<file path="src/rtl/dvi_timing_controller.sv">
// DVI raster timing generator and pixel sequencer for three TMDS encoders.
// Stage 0 holds the raster counters and the per-frame enable.
// Stage 1 issues the pixel request and coordinates to the line source.
// Stage 2 drives aligned data, data-enable and control to the encoders.
module dvi_timing_controller #(
    parameter int H_ACTIVE  = 640,
    parameter int H_FRONT   = 16,
    parameter int H_SYNC    = 96,
    parameter int H_BACK    = 48,
    parameter int V_ACTIVE  = 480,
    parameter int V_FRONT   = 10,
    parameter int V_SYNC    = 2,
    parameter int V_BACK    = 33,
    parameter bit HSYNC_POL = 1'b0,
    parameter bit VSYNC_POL = 1'b0
) (
    input  logic        clk,
    input  logic        rst,
    input  logic        enable,
    output logic        pixel_req,
    input  logic [23:0] pixel_rgb,
    input  logic        pixel_valid,
    output logic [10:0] pixel_x,
    output logic [10:0] pixel_y,
    output logic        frame_start,
    output logic        line_start,
    output logic        de,
    output logic        hsync,
    output logic        vsync,
    output logic [7:0]  red,
    output logic [7:0]  green,
    output logic [7:0]  blue,
    output logic [1:0]  ctrl_blue,
    output logic [1:0]  ctrl_rg,
    output logic        vblank,
    output logic        underflow,
    input  logic        underflow_clr
);
    localparam int H_TOTAL = H_ACTIVE + H_FRONT + H_SYNC + H_BACK;
    localparam int V_TOTAL = V_ACTIVE + V_FRONT + V_SYNC + V_BACK;

    localparam logic [10:0] H_LAST     = 11'(H_TOTAL - 1);
    localparam logic [10:0] V_LAST     = 11'(V_TOTAL - 1);
    // Region bounds are 12 bits wide so a bound equal to 2048 still compares correctly.
    localparam logic [11:0] H_ACT_END  = 12'(H_ACTIVE);
    localparam logic [11:0] H_SYNC_BEG = 12'(H_ACTIVE + H_FRONT);
    localparam logic [11:0] H_SYNC_END = 12'(H_ACTIVE + H_FRONT + H_SYNC);
    localparam logic [11:0] V_ACT_END  = 12'(V_ACTIVE);
    localparam logic [11:0] V_SYNC_BEG = 12'(V_ACTIVE + V_FRONT);
    localparam logic [11:0] V_SYNC_END = 12'(V_ACTIVE + V_FRONT + V_SYNC);

    if (H_TOTAL > 2048 || V_TOTAL > 2048) begin : g_raster_too_large
        $error("dvi_timing_controller: H_TOTAL and V_TOTAL must not exceed 2048");
    end

    function automatic logic sync_level(input logic in_sync, input logic pol);
        return ~(in_sync ^ pol);
    endfunction

    // ---- stage 0: raster counters ----
    logic [10:0] h_cnt_p0;
    logic [10:0] v_cnt_p0;
    logic        frame_en_p0;
    logic [11:0] h_ext_p0;
    logic [11:0] v_ext_p0;
    logic        origin_p0;
    logic        frame_en_now_p0;
    logic        active_p0;
    logic        sync_h_p0;
    logic        sync_v_p0;
    logic        vblank_p0;
    logic        line_start_p0;

    assign h_ext_p0        = {1'b0, h_cnt_p0};
    assign v_ext_p0        = {1'b0, v_cnt_p0};
    assign origin_p0       = (h_cnt_p0 == 11'd0) && (v_cnt_p0 == 11'd0);
    // At the origin the freshly sampled enable governs the frame's first pixel too.
    assign frame_en_now_p0 = origin_p0 ? enable : frame_en_p0;
    assign active_p0       = (h_ext_p0 < H_ACT_END) && (v_ext_p0 < V_ACT_END);
    assign sync_h_p0       = (h_ext_p0 >= H_SYNC_BEG) && (h_ext_p0 < H_SYNC_END);
    assign sync_v_p0       = (v_ext_p0 >= V_SYNC_BEG) && (v_ext_p0 < V_SYNC_END);
    assign vblank_p0       = (v_ext_p0 >= V_ACT_END);
    assign line_start_p0   = (h_cnt_p0 == 11'd0) && !vblank_p0;

    // Free-running raster position; enable is latched once per frame at the origin.
    always_ff @(posedge clk) begin
        if (rst) begin
            h_cnt_p0    <= 11'd0;
            v_cnt_p0    <= 11'd0;
            frame_en_p0 <= 1'b0;
        end else begin
            if (origin_p0) frame_en_p0 <= enable;
            if (h_cnt_p0 == H_LAST) begin
                h_cnt_p0 <= 11'd0;
                v_cnt_p0 <= (v_cnt_p0 == V_LAST) ? 11'd0 : v_cnt_p0 + 11'd1;
            end else begin
                h_cnt_p0 <= h_cnt_p0 + 11'd1;
            end
        end
    end

    // ---- stage 1: pixel request and raster decode ----
    logic        req_p1;
    logic [10:0] x_p1;
    logic [10:0] y_p1;
    logic        frame_start_p1;
    logic        line_start_p1;
    logic        active_p1;
    logic        sync_h_p1;
    logic        sync_v_p1;
    logic        vblank_p1;

    // Register the decoded position; the request goes out with its coordinates.
    always_ff @(posedge clk) begin
        if (rst) begin
            req_p1         <= 1'b0;
            x_p1           <= 11'd0;
            y_p1           <= 11'd0;
            frame_start_p1 <= 1'b0;
            line_start_p1  <= 1'b0;
            active_p1      <= 1'b0;
            sync_h_p1      <= 1'b0;
            sync_v_p1      <= 1'b0;
            vblank_p1      <= 1'b0;
        end else begin
            req_p1         <= active_p0 && frame_en_now_p0;
            x_p1           <= h_cnt_p0;
            y_p1           <= v_cnt_p0;
            frame_start_p1 <= origin_p0;
            line_start_p1  <= line_start_p0;
            active_p1      <= active_p0;
            sync_h_p1      <= sync_h_p0;
            sync_v_p1      <= sync_v_p0;
            vblank_p1      <= vblank_p0;
        end
    end

    // ---- stage 2: encoder-facing outputs ----
    logic        de_p2;
    logic        hsync_p2;
    logic        vsync_p2;
    logic        vblank_p2;
    logic [23:0] rgb_p2;
    logic        underflow_p2;

    // Capture source data against the request; a missing pixel is sent black and flagged.
    always_ff @(posedge clk) begin
        if (rst) begin
            de_p2        <= 1'b0;
            hsync_p2     <= ~HSYNC_POL;
            vsync_p2     <= ~VSYNC_POL;
            vblank_p2    <= 1'b0;
            rgb_p2       <= 24'd0;
            underflow_p2 <= 1'b0;
        end else begin
            de_p2     <= active_p1;
            hsync_p2  <= sync_level(sync_h_p1, HSYNC_POL);
            vsync_p2  <= sync_level(sync_v_p1, VSYNC_POL);
            vblank_p2 <= vblank_p1;
            rgb_p2    <= (req_p1 && pixel_valid) ? pixel_rgb : 24'd0;
            if (req_p1 && !pixel_valid) begin
                underflow_p2 <= 1'b1;
            end else if (underflow_clr) begin
                underflow_p2 <= 1'b0;
            end
        end
    end

    assign pixel_req   = req_p1;
    assign pixel_x     = x_p1;
    assign pixel_y     = y_p1;
    assign frame_start = frame_start_p1;
    assign line_start  = line_start_p1;
    assign de          = de_p2;
    assign hsync       = hsync_p2;
    assign vsync       = vsync_p2;
    assign vblank      = vblank_p2;
    assign red         = rgb_p2[23:16];
    assign green       = rgb_p2[15:8];
    assign blue        = rgb_p2[7:0];
    assign ctrl_blue   = {vsync_p2, hsync_p2};
    assign ctrl_rg     = 2'b00;
    assign underflow   = underflow_p2;

endmodule
</file>
<file path="config.mk">
export PLATFORM = sky130hd
export DESIGN_NAME = dvi_timing_controller
export DESIGN_NICKNAME = d
export VERILOG_FILES = /design/src/rtl/dvi_timing_controller.sv
export SDC_FILE = /design/constraint.sdc
export NUM_CORES = 1
export LEC_CHECK = 0
export BUFFER_PORTS_ARGS = -buffer_cell sky130_fd_sc_hd__clkbuf_2
export CORE_MARGIN = 2
export CORE_UTILIZATION = 56
export CTS_BUF_LIST = sky130_fd_sc_hd__clkbuf_4
export DETAILED_ROUTE_END_ITERATION = 16
export PLACE_DENSITY = 0.95
export SYNTH_ARGS = -nofsm -noshare
export SYNTH_HDL_FRONTEND = slang
export SYNTH_SLANG_ARGS = --single-unit
</file>
<file path="constraint.sdc">
create_clock -name clk -period 4.3 [get_ports clk]
set_input_delay 0.43 -clock clk [delete_from_list [all_inputs] [get_ports clk]]
set_output_delay 0.43 -clock clk [all_outputs]
set_load 0.02 [all_outputs]
</file>
==> flow_metrics.py, run 1 <==
metrics = {
    "run_status": {
        "status": "completed",
    },
    "routing": {
        "wl_per_cell_um": 14.33,
        "drt_iter0_drc": 98,
        "drc_errors": 0,
        "first_pass_iters": 4,
        "viasPerCell": 5.179,
        "vias": 2227,
        "antenna_left": 0,
        "routed_wl_um": 6164,
    },
    "worst_setup_path": {
        "cp_num_cells": 5,
        "cp-start-kind": "flip-flop",
        "cp_max_fo": 10,
        "r2r_cells": 5,
        "end_kind": "flip-flop",
        "worstPathRequired_ps": 4660,
        "worst_path_max_delay_cell": "or4_4",
        "crit_type": "reg -> reg",
        "path_cells": "ha_1, nand4_1, or4_4, or4_1, a21oi_1",
        "max_stage_delay_ps": 680,
        "crit_arrival_ps": 2770,
        "crit_family": "simple AND/OR/NAND/NOR gates",
        "cp_num_buf_inv": 0,
    },
    "grt": {
        "grt_max_degree": 38,
        "antenna_found_initial": 0,
        "grt_busiest_layer": "met2",
        "overflow": 0,
        "grt_pass1_wl_um": 9280,
        "use_met1": 0.2462,
        "grt_use_met2": 0.3869,
        "met3_usage": 0.05756,
        "track_usage": 0.2249,
        "grt_pass1_vias": 2048,
    },
    "yosys": {
        "async_reset_ff_frac": 0,
        "ys_seq_area_frac": 0.5727,
        "synth_cells": 284,
        "yosysTopAreaCell": "dfxtp_1",
        "ys_ff_latch": 81,
        "synth_edf_count": 0,
        "synth.top_cell.area_share": 0.5727,
        "yosysWarnings": 0,
        "synth_ff_type": "dfxtp_1",
        "synthTopCellsByArea": "dfxtp_1, and2_1, nor2b_1",
        "syn_avg_cell_area_um2": 9.970,
        "synth.distinct_cells": 35,
        "syn_area_um2": 2831,
    },
    "cts": {
        "root_buffer": "clkbuf_4",
        "clock-sinks": 81,
        "clk_path_buf_depth": 2,
        "cts_tree": "built",
        "insertion_delay_ps": 430,
        "cts_resized": 0,
        "postCtsHoldBufs": 0,
        "cts_max_level": 3,
        "path_clk_slew_ps": 140,
        "post_cts_buffers": 0,
        "cts_buffers": 9,
    },
    "timing": {
        "fin_crit_ps": 2411,
        "finalClockSkew_ps": 19.36,
        "hold_viol": 0,
        "whs_ps": 188.0,
        "tightest_slew_ps": 768.8,
        "finalCritPeriodShare": 0.5606,
        "tns_ps": 0,
        "setup_viol": 0,
        "relSlewSlack": 0.4819,
        "fmax_mhz": 414.8,
        "report.final.slew_viol_count": 0,
        "rsz0062_at_grt": "false",
    },
    "place": {
        "dp_hpwl_um": 4203,
        "dp_cells": 414,
        "placed_area_um2": 3226,
        "gp_congestion": 0.9314,
        "io_buffers": 84,
    },
    "floorplan": {
        "coreArea_um2": 4786,
        "die_h_um": 75.11,
        "die_x_um": 75.11,
        "pin_count": 87,
        "rows": 25,
        "initial_core_util": 0.5916,
        "dieArea_um2": 5641,
    },
    "run": {
        "cap_violations": 0,
    },
    "power_and_ir_drop": {
        "cellPowerDensity_nw_per_um2": 392.5,
        "p_leak_nw": 1.468,
        "irDropWorstVdd_mv": 0.1936,
    },
    "finish": {
        "final_cells": 430,
        "drive_gt1_frac": 0.2893,
        "n_antenna_cell": 0,
        "nets": 392,
        "area_growth_pct": 19.66,
        "final_area_um2": 3388,
        "fillers": 346,
    },
    "hold_path": {
        "hp-class": "in -> reg",
        "whs_path_depth": 2,
    },
}
==> kinds of logic (layout without fill, tap and decap cells) <==
| group | count (synthesis) | after routing | synth area share |
|---|---|---|---|
| AOI/OAI and AO/OA | 16 | 16 | 0.03712 |
| xor gates and xnor gates | 14 | 14 | 0.04330 |
| adders and majority gates | 5 | 5 | 0.02209 |
| buffers and inverters | 31 | 109 | 0.05214 |
| DFF | 81 | 81 | 0.5727 |
| muxes | 1 | 1 | 0.003535 |
| other | 1 | 2 | 0.001324 |
| and+or+nand+nor | 135 | 135 | 0.2678 |
==> cells in the final DEF, fill, tap and decap left out, drive strengths merged, types with 4 or more instances in the layout <==
| master | count |
|---|---|
| a21oi | 7 |
| o31ai | 4 |
| dfxtp | 81 |
| nand4 | 6 |
| clkbuf | 93 |
| clkinv | 4 |
| nor2b | 19 |
| inv | 9 |
| and2 | 24 |
| nor4 | 8 |
| xor2 | 4 |
| nor2 | 28 |
| xnor2 | 10 |
| or4 | 6 |
| ha | 5 |
| nand2 | 10 |
| nor3 | 8 |
| nand3 | 14 |
==> metrics by stage <==
step	worst slack, ps	total power, W	utilization
floorplan	2147	0.0008272	-
global placement	2047	0.0008519	0.6740
detailed placement	1957	0.0008540	0.6740
CTS	1926	0.001342	0.7080
global route	1801	0.001382	0.7080
finish	1889	0.001330	0.7080
==> per-layer routing <==
layer / up-vias / share of wire
li1: 1087 / -
met4: 0 / 0.023
met5: - / 0
met3: 14 / 0.077
met1: 1035 / 0.41
met2: 91 / 0.49
==> sequential cells by signal, summed over array words and instances (netlist names), 11 cells and up <==
signal / count
v_cnt_p0: 11
h_cnt_p0: 11
pixel_y: 11
rgb_p2: 24
pixel_x: 11
==> final cells by class <==
class / instances / area (µm²) / area share
flip-flops and latches: 81 / 1622 / 0.4786
multi-input cells: 173 / 1066 / 0.3146
repair buffers: 84 / 420.4 / 0.1241
clock inverters: 7 / 95.09 / 0.02806
well taps: 67 / 83.83 / 0.02474
clock buffers: 9 / 67.56 / 0.01994
inverters: 9 / 33.78 / 0.009970
==> power breakdown <==
group / internal (W) / switching [W]
clock: 0.000236 / 0.000256
combinational: 0.0000260 / 0.0000414
sequential: 0.000764 / 0.00000691
total: 0.00103 / 0.000305
==> worst paths after layout <==
path | start | to | slack, ps
setup reg to reg | h_cnt_p0[0] | v_cnt_p0[10] | 1890
setup / recovery | h_cnt_p0[0] | v_cnt_p0[10] | 1890
hold reg to reg | sync_v_p1 | vsync | 380
hold / removal | pixel_rgb[5] | rgb_p2[5] | 190
==> synth_stat cells, drive strengths merged, types with 3 or more instances <==
| cell type | number |
|---|---|
| nand2b | 3 |
| nor3 | 8 |
| and4b | 3 |
| o21ai | 3 |
| nand3 | 14 |
| dfxtp | 81 |
| clkbuf | 14 |
| o31ai | 4 |
| and2 | 24 |
| buf | 8 |
| nor4 | 8 |
| ha | 5 |
| or4 | 6 |
| xnor2 | 10 |
| nor2 | 28 |
| nand2 | 10 |
| a21oi | 7 |
| nand4 | 6 |
| xor2 | 4 |
| nor2b | 19 |
| inv | 9 |
Note: power is estimated with default switching activity, not from simulation.
==> run 2: changes to the inputs <==
--- a/config.mk
+++ b/config.mk
@@ -7,10 +7,10 @@
 export LEC_CHECK = 0
 export BUFFER_PORTS_ARGS = -buffer_cell sky130_fd_sc_hd__clkbuf_2
 export CORE_MARGIN = 2
-export CORE_UTILIZATION = 56
+export CORE_UTILIZATION = 52
 export CTS_BUF_LIST = sky130_fd_sc_hd__clkbuf_4
 export DETAILED_ROUTE_END_ITERATION = 16
-export PLACE_DENSITY = 0.95
+export PLACE_DENSITY = 0.9
 export SYNTH_ARGS = -nofsm -noshare
 export SYNTH_HDL_FRONTEND = slang
 export SYNTH_SLANG_ARGS = --single-unit
==> constraint.sdc (replaced) <==
create_clock -name clk -period 2.49 [get_ports clk]
set_input_delay 0.249 -clock clk [delete_from_list [all_inputs] [get_ports clk]]
set_output_delay 0.249 -clock clk [all_outputs]
set_load 0.02 [all_outputs]
==> run 2 against run 1 <==
Against the previous run:
- maximum frequency grew 9.7%
- global-route usage is 2.6 points lower
- sequential share of layout area decreased by 1.5 points
- clock skew decreased by 8.9 ps
- wire length shrank 5.4%
==> flow_metrics.py, run 2 (synthesized netlist as in run 1, its figures left out) <==
metrics = {
    "run_status": {
        "status": "completed",
    },
    "timing": {
        "relSlewSlack": 0.6205,
        "fin_crit_ps": 2198,
        "tightest_slew_ps": 564.0,
        "report.final.slew_viol_count": 0,
        "setup_viol": 0,
        "hold_viol": 0,
        "fmax_mhz": 455.0,
        "rsz0062_at_grt": "false",
        "whs_ps": 21.30,
        "finalClockSkew_ps": 10.51,
        "tns_ps": 0,
        "finalCritPeriodShare": 0.8826,
    },
    "finish": {
        "nets": 406,
        "layout_common_cells": "clkbuf_2, dfxtp_1, nor2_1",
        "area_growth_pct": 23.60,
        "n_antenna_cell": 0,
        "drive_gt1_frac": 0.2838,
        "regMostFlops": "rgb_p2",
        "largest_reg_flops": 24,
        "final_common_cell": "clkbuf_2",
    },
    "power_and_ir_drop": {
        "p_leak_nw": 1.508,
        "cellPowerDensity_nw_per_um2": 633.2,
        "irDropWorstVdd_mv": 0.2681,
    },
    "hold_path": {
        "min-delay-start": "pixel_rgb[0]",
        "whs_path_depth": 2,
        "hp-class": "in -> reg",
        "holdPathEnd": "rgb_p2[0]",
    },
    "floorplan": {
        "pin_count": 87,
        "dieArea_um2": 6051,
        "coreArea_um2": 5172,
        "die_h_um": 77.79,
        "rows": 26,
        "initial_core_util": 0.5474,
        "die_x_um": 77.79,
    },
    "cts": {
        "postCtsHoldBufs": 6,
        "root_buffer": "clkbuf_4",
        "cts_resized": 0,
        "clock-sinks": 81,
        "cts_max_level": 3,
        "path_clk_slew_ps": 120,
        "post_cts_buffers": 0,
        "cts_buffers": 9,
        "cts_tree": "built",
        "insertion_delay_ps": 430,
        "clk_path_buf_depth": 2,
    },
    "routing": {
        "drt_iter0_drc": 106,
        "drc_errors": 0,
        "routed_wl_um": 5833,
        "wl_per_cell_um": 13.05,
        "first_pass_iters": 4,
        "vias": 2213,
        "viasPerCell": 4.951,
        "antenna_left": 0,
    },
    "worst_setup_path": {
        "crit_arrival_ps": 2560,
        "cp_num_buf_inv": 0,
        "end_kind": "flip-flop",
        "rr_endpoint": "v_cnt_p0[10]",
        "r2r_slack_ps": 290,
        "path_cells": "ha_1, nand4_1, or4_4, or4_1, a21oi_1",
        "max_stage_delay_ps": 630,
        "worst_path_max_delay_cell": "or4_4",
        "cp-start-kind": "flip-flop",
        "cp_max_fo": 7,
        "worstPathRequired_ps": 2860,
        "crit_type": "reg -> reg",
        "crit_family": "simple AND/OR/NAND/NOR gates",
        "r2r_start": "h_cnt_p0[0]",
        "r2r_cells": 5,
    },
    "place": {
        "io_buffers": 84,
        "gp_congestion": 0.9021,
        "dp_hpwl_um": 3990,
    },
    "grt": {
        "track_usage": 0.1990,
        "grt_max_degree": 25,
        "antenna_found_initial": 0,
        "overflow": 0,
        "grt_pass1_vias": 2029,
        "grt_pass1_wl_um": 9246,
    },
    "run": {
        "cap_violations": 0,
    },
}
==> run 2: cell types whose count changed in the layout (fill, tap and decap cells not counted) <==
cell / change
clkinvlp_4: +2
clkinv_1: +1
inv_6: +1
bufinv_16: -1
clkinv_4: -2
clkinv_2: -1
buf_4: +3
dlygate4sd3_1: +11
==> run 2: metrics by stage <==
step	total power, W	util	cell area (µm²)	cells	setup slack [ps]
global route	0.002311	0.6766	3500	447	147.6
finish	0.002216	0.6766	3500	447	292.4
global placement	0.001474	0.6287	3252	420	377.4
detailed placement	0.001477	0.6287	3252	420	320.5
floorplan	0.001428	-	2835	285	337.0
CTS	0.002221	0.6669	3450	442	295.9
==> run 2: final cells by class <==
| class | instances | area [µm²] |
|---|---|---|
| Tap cell | 70 | 87.58 |
| Timing Repair Buffer | 98 | 553.0 |
| Multi-Input combinational cell | 173 | 1066 |
| Clock inverter | 7 | 70.07 |
| Inverter | 9 | 33.78 |
| Fill cell | 370 | 1673 |
| Clock buffer | 9 | 67.56 |
| Sequential cell | 81 | 1622 |
==> run 2: where the power goes <==
part	switching, W	leakage, nW	internal [W]
combinational	0.0000740	0.786	0.0000583
clock	0.000450	0.0660	0.000304
sequential	0.0000113	0.655	0.00132
==> run 2: metal layers <==
metal  up-vias  GRT usage  wire length (µm)
met2        94     0.3121              2751
met4         0     0.1161               129
met1       990     0.2376              2482
li1       1116          -                 -
met3        13    0.06512               469
met5         -          0                 0
==> run 2: worst register-to-register path: stages, from the launching register on <==
cell and delay, ps:
dfxtp_1 400, ha_1 240, nand4_1 270, or4_4 630
or4_1 480, a21oi_1 140
==> run 2: how the worst max path moves through the flow <==
stage                           start            to  slack [ps]  depth (start not counted)
after detailed placement  h_cnt_p0[0]  v_cnt_p0[10]         320                          5
after CTS                 h_cnt_p0[0]  v_cnt_p0[10]         300                          5
final                     h_cnt_p0[0]  v_cnt_p0[10]         290                          5
after global routing      h_cnt_p0[0]  v_cnt_p0[10]         150                          5
after global placement    h_cnt_p0[0]  v_cnt_p0[10]         380                          5
after floorplan           h_cnt_p0[5]  v_cnt_p0[10]         340                          6
==> run 3: changes to the inputs <==
--- a/config.mk
+++ b/config.mk
@@ -10,7 +10,7 @@
 export CORE_UTILIZATION = 52
 export CTS_BUF_LIST = sky130_fd_sc_hd__clkbuf_4
 export DETAILED_ROUTE_END_ITERATION = 16
-export PLACE_DENSITY = 0.9
+export PLACE_DENSITY_LB_ADDON = 0.25
 export SYNTH_ARGS = -nofsm -noshare
 export SYNTH_HDL_FRONTEND = slang
 export SYNTH_SLANG_ARGS = --single-unit
==> run 3 against run 2 <==
Against the previous run:
- final cell count fell by 1.3%
- clock skew fell by 0.64 ps
- wire length fell by 2.6%
- register-to-register slack got worse by 50 ps
- worst setup slack got worse by 52 ps
- sequential power barely moved
- global-route usage fell by 0.75 points
- count of clock-buffer cells in the layout did not move
- combinational power fell by 8%
- non-clock buffer count fell by 6
- via count fell by 1.6%
- largest cell class unchanged
==> flow_metrics.py, run 3 (synthesized netlist as in run 1, its figures left out) <==
metrics = {
    "timing": {
        "hold_viol": 0,
        "relSlewSlack": 0.5521,
        "rsz0062_at_grt": "false",
        "report.final.slew_viol_count": 0,
        "tns_ps": 0,
        "setup_viol": 0,
        "finalCritPeriodShare": 0.9032,
        "fmax_mhz": 444.6,
        "whs_ps": 13.93,
        "fin_crit_ps": 2249,
        "tightest_slew_ps": 665.7,
        "finalClockSkew_ps": 9.872,
    },
    "place": {
        "dp_cells": 419,
        "io_buffers": 84,
        "dp_hpwl_um": 4061,
        "gp_congestion": 0.8755,
        "placed_area_um2": 3244,
    },
    "routing": {
        "first_pass_iters": 5,
        "drc_errors": 0,
        "vias": 2178,
        "antenna_left": 0,
        "routed_wl_um": 5679,
        "viasPerCell": 4.939,
        "wl_per_cell_um": 12.88,
        "drt_iter0_drc": 92,
    },
    "grt": {
        "grt_pass1_vias": 1977,
        "grt_pass1_wl_um": 9052,
        "overflow": 0,
        "grt_max_degree": 25,
        "track_usage": 0.1915,
        "antenna_found_initial": 0,
    },
    "worst_setup_path": {
        "crit_arrival_ps": 2610,
        "cp_num_buf_inv": 0,
        "worst_path_max_delay_cell": "or4_4",
        "r2r_cells": 5,
        "end_kind": "flip-flop",
        "crit_type": "reg -> reg",
        "r2r_slack_ps": 240,
        "cp_max_fo": 7,
        "cp-start-kind": "flip-flop",
        "rr_endpoint": "v_cnt_p0[10]",
        "r2r_start": "h_cnt_p0[0]",
        "crit_family": "simple AND/OR/NAND/NOR gates",
        "worstPathRequired_ps": 2850,
        "path_cells": "ha_1, nand4_1, or4_4, or4_1, a21oi_1",
        "max_stage_delay_ps": 630,
    },
    "floorplan": {
        "rows": 26,
        "initial_core_util": 0.5474,
        "die_x_um": 77.79,
        "dieArea_um2": 6051,
        "coreArea_um2": 5172,
        "die_h_um": 77.79,
        "pin_count": 87,
    },
    "run_status": {
        "status": "completed",
    },
    "finish": {
        "multi_input_area_um2": 1066,
        "largest_reg_flops": 24,
        "final_cells": 441,
        "n_antenna_cell": 0,
        "regMostFlops": "rgb_p2",
        "nets": 400,
        "area_growth_pct": 22.23,
        "final_area_um2": 3461,
        "final_common_cell": "clkbuf_2",
        "layout_common_cells": "clkbuf_2, dfxtp_1, nor2_1",
        "regArea_um2": 1622,
        "drive_gt1_frac": 0.2911,
        "fillers": 416,
    },
    "power_and_ir_drop": {
        "p_leak_nw": 1.501,
        "irDropWorstVdd_mv": 0.4152,
        "cellPowerDensity_nw_per_um2": 665.3,
    },
    "hold_path": {
        "hp-class": "in -> reg",
        "holdPathEnd": "rgb_p2[10]",
        "min-delay-start": "pixel_rgb[10]",
        "whs_path_depth": 2,
    },
    "cts": {
        "cts_max_level": 3,
        "clock-sinks": 81,
        "cts_buffers": 9,
        "root_buffer": "clkbuf_4",
        "path_clk_slew_ps": 120,
        "insertion_delay_ps": 430,
        "clk_path_buf_depth": 2,
        "cts_tree": "built",
    },
    "run": {
        "cap_violations": 0,
    },
}
[run 3: worst max path at each step]
stage / start / slack (ps) / cells after the start / to
floorplan: h_cnt_p0[5] / 340 / 6 / v_cnt_p0[10]
CTS: h_cnt_p0[0] / 100 / 5 / v_cnt_p0[10]
detailed placement: h_cnt_p0[0] / 140 / 5 / v_cnt_p0[10]
global placement: h_cnt_p0[0] / 240 / 5 / v_cnt_p0[10]
global route: h_cnt_p0[0] / 140 / 5 / v_cnt_p0[10]
finish: h_cnt_p0[0] / 240 / 5 / v_cnt_p0[10]
[run 3: layer usage]
metal	wire [µm]	global-route usage
met5	0	0
met4	97	0.08929
met3	517	0.07209
met2	2612	0.3060
met1	2451	0.2272
[run 3: cell type report]
type,count,share of cell area
multi-input cells,173,0.3080
well taps,70,0.02531
clock buffers,9,0.01952
repair buffers,92,0.1417
clock inverters,7,0.02711
flip-flops and latches,81,0.4685
inverters,9,0.009761
[run 3: power by group]
| group | switching (W) | internal [W] |
|---|---|---|
| registers | 0.0000107 | 0.00132 |
| clock network | 0.000445 | 0.000407 |
| logic | 0.0000701 | 0.0000511 |
[run 3: timing repair]
action | CTS | global route
hold buffers | 0 | 4
resized for setup | 0 | 0
hold endpoints to repair | 0 | 4
buffers inserted | 0 | 2
endpoints found under the setup margin | 0 | 1
[run 3: per-stage QoR]
| stage | power, W | util | setup WS (ps) |
|---|---|---|---|
| 2_1_floorplan | 0.001428 | - | 337.0 |
| 3_3_place_gp | 0.001473 | 0.6272 | 238.6 |
| 3_5_place_dp | 0.001475 | 0.6272 | 140.9 |
| 4_1_cts | 0.002314 | 0.6584 | 104.7 |
| 5_1_grt | 0.002395 | 0.6691 | 143.8 |
| 6_report | 0.002302 | 0.6691 | 240.9 |
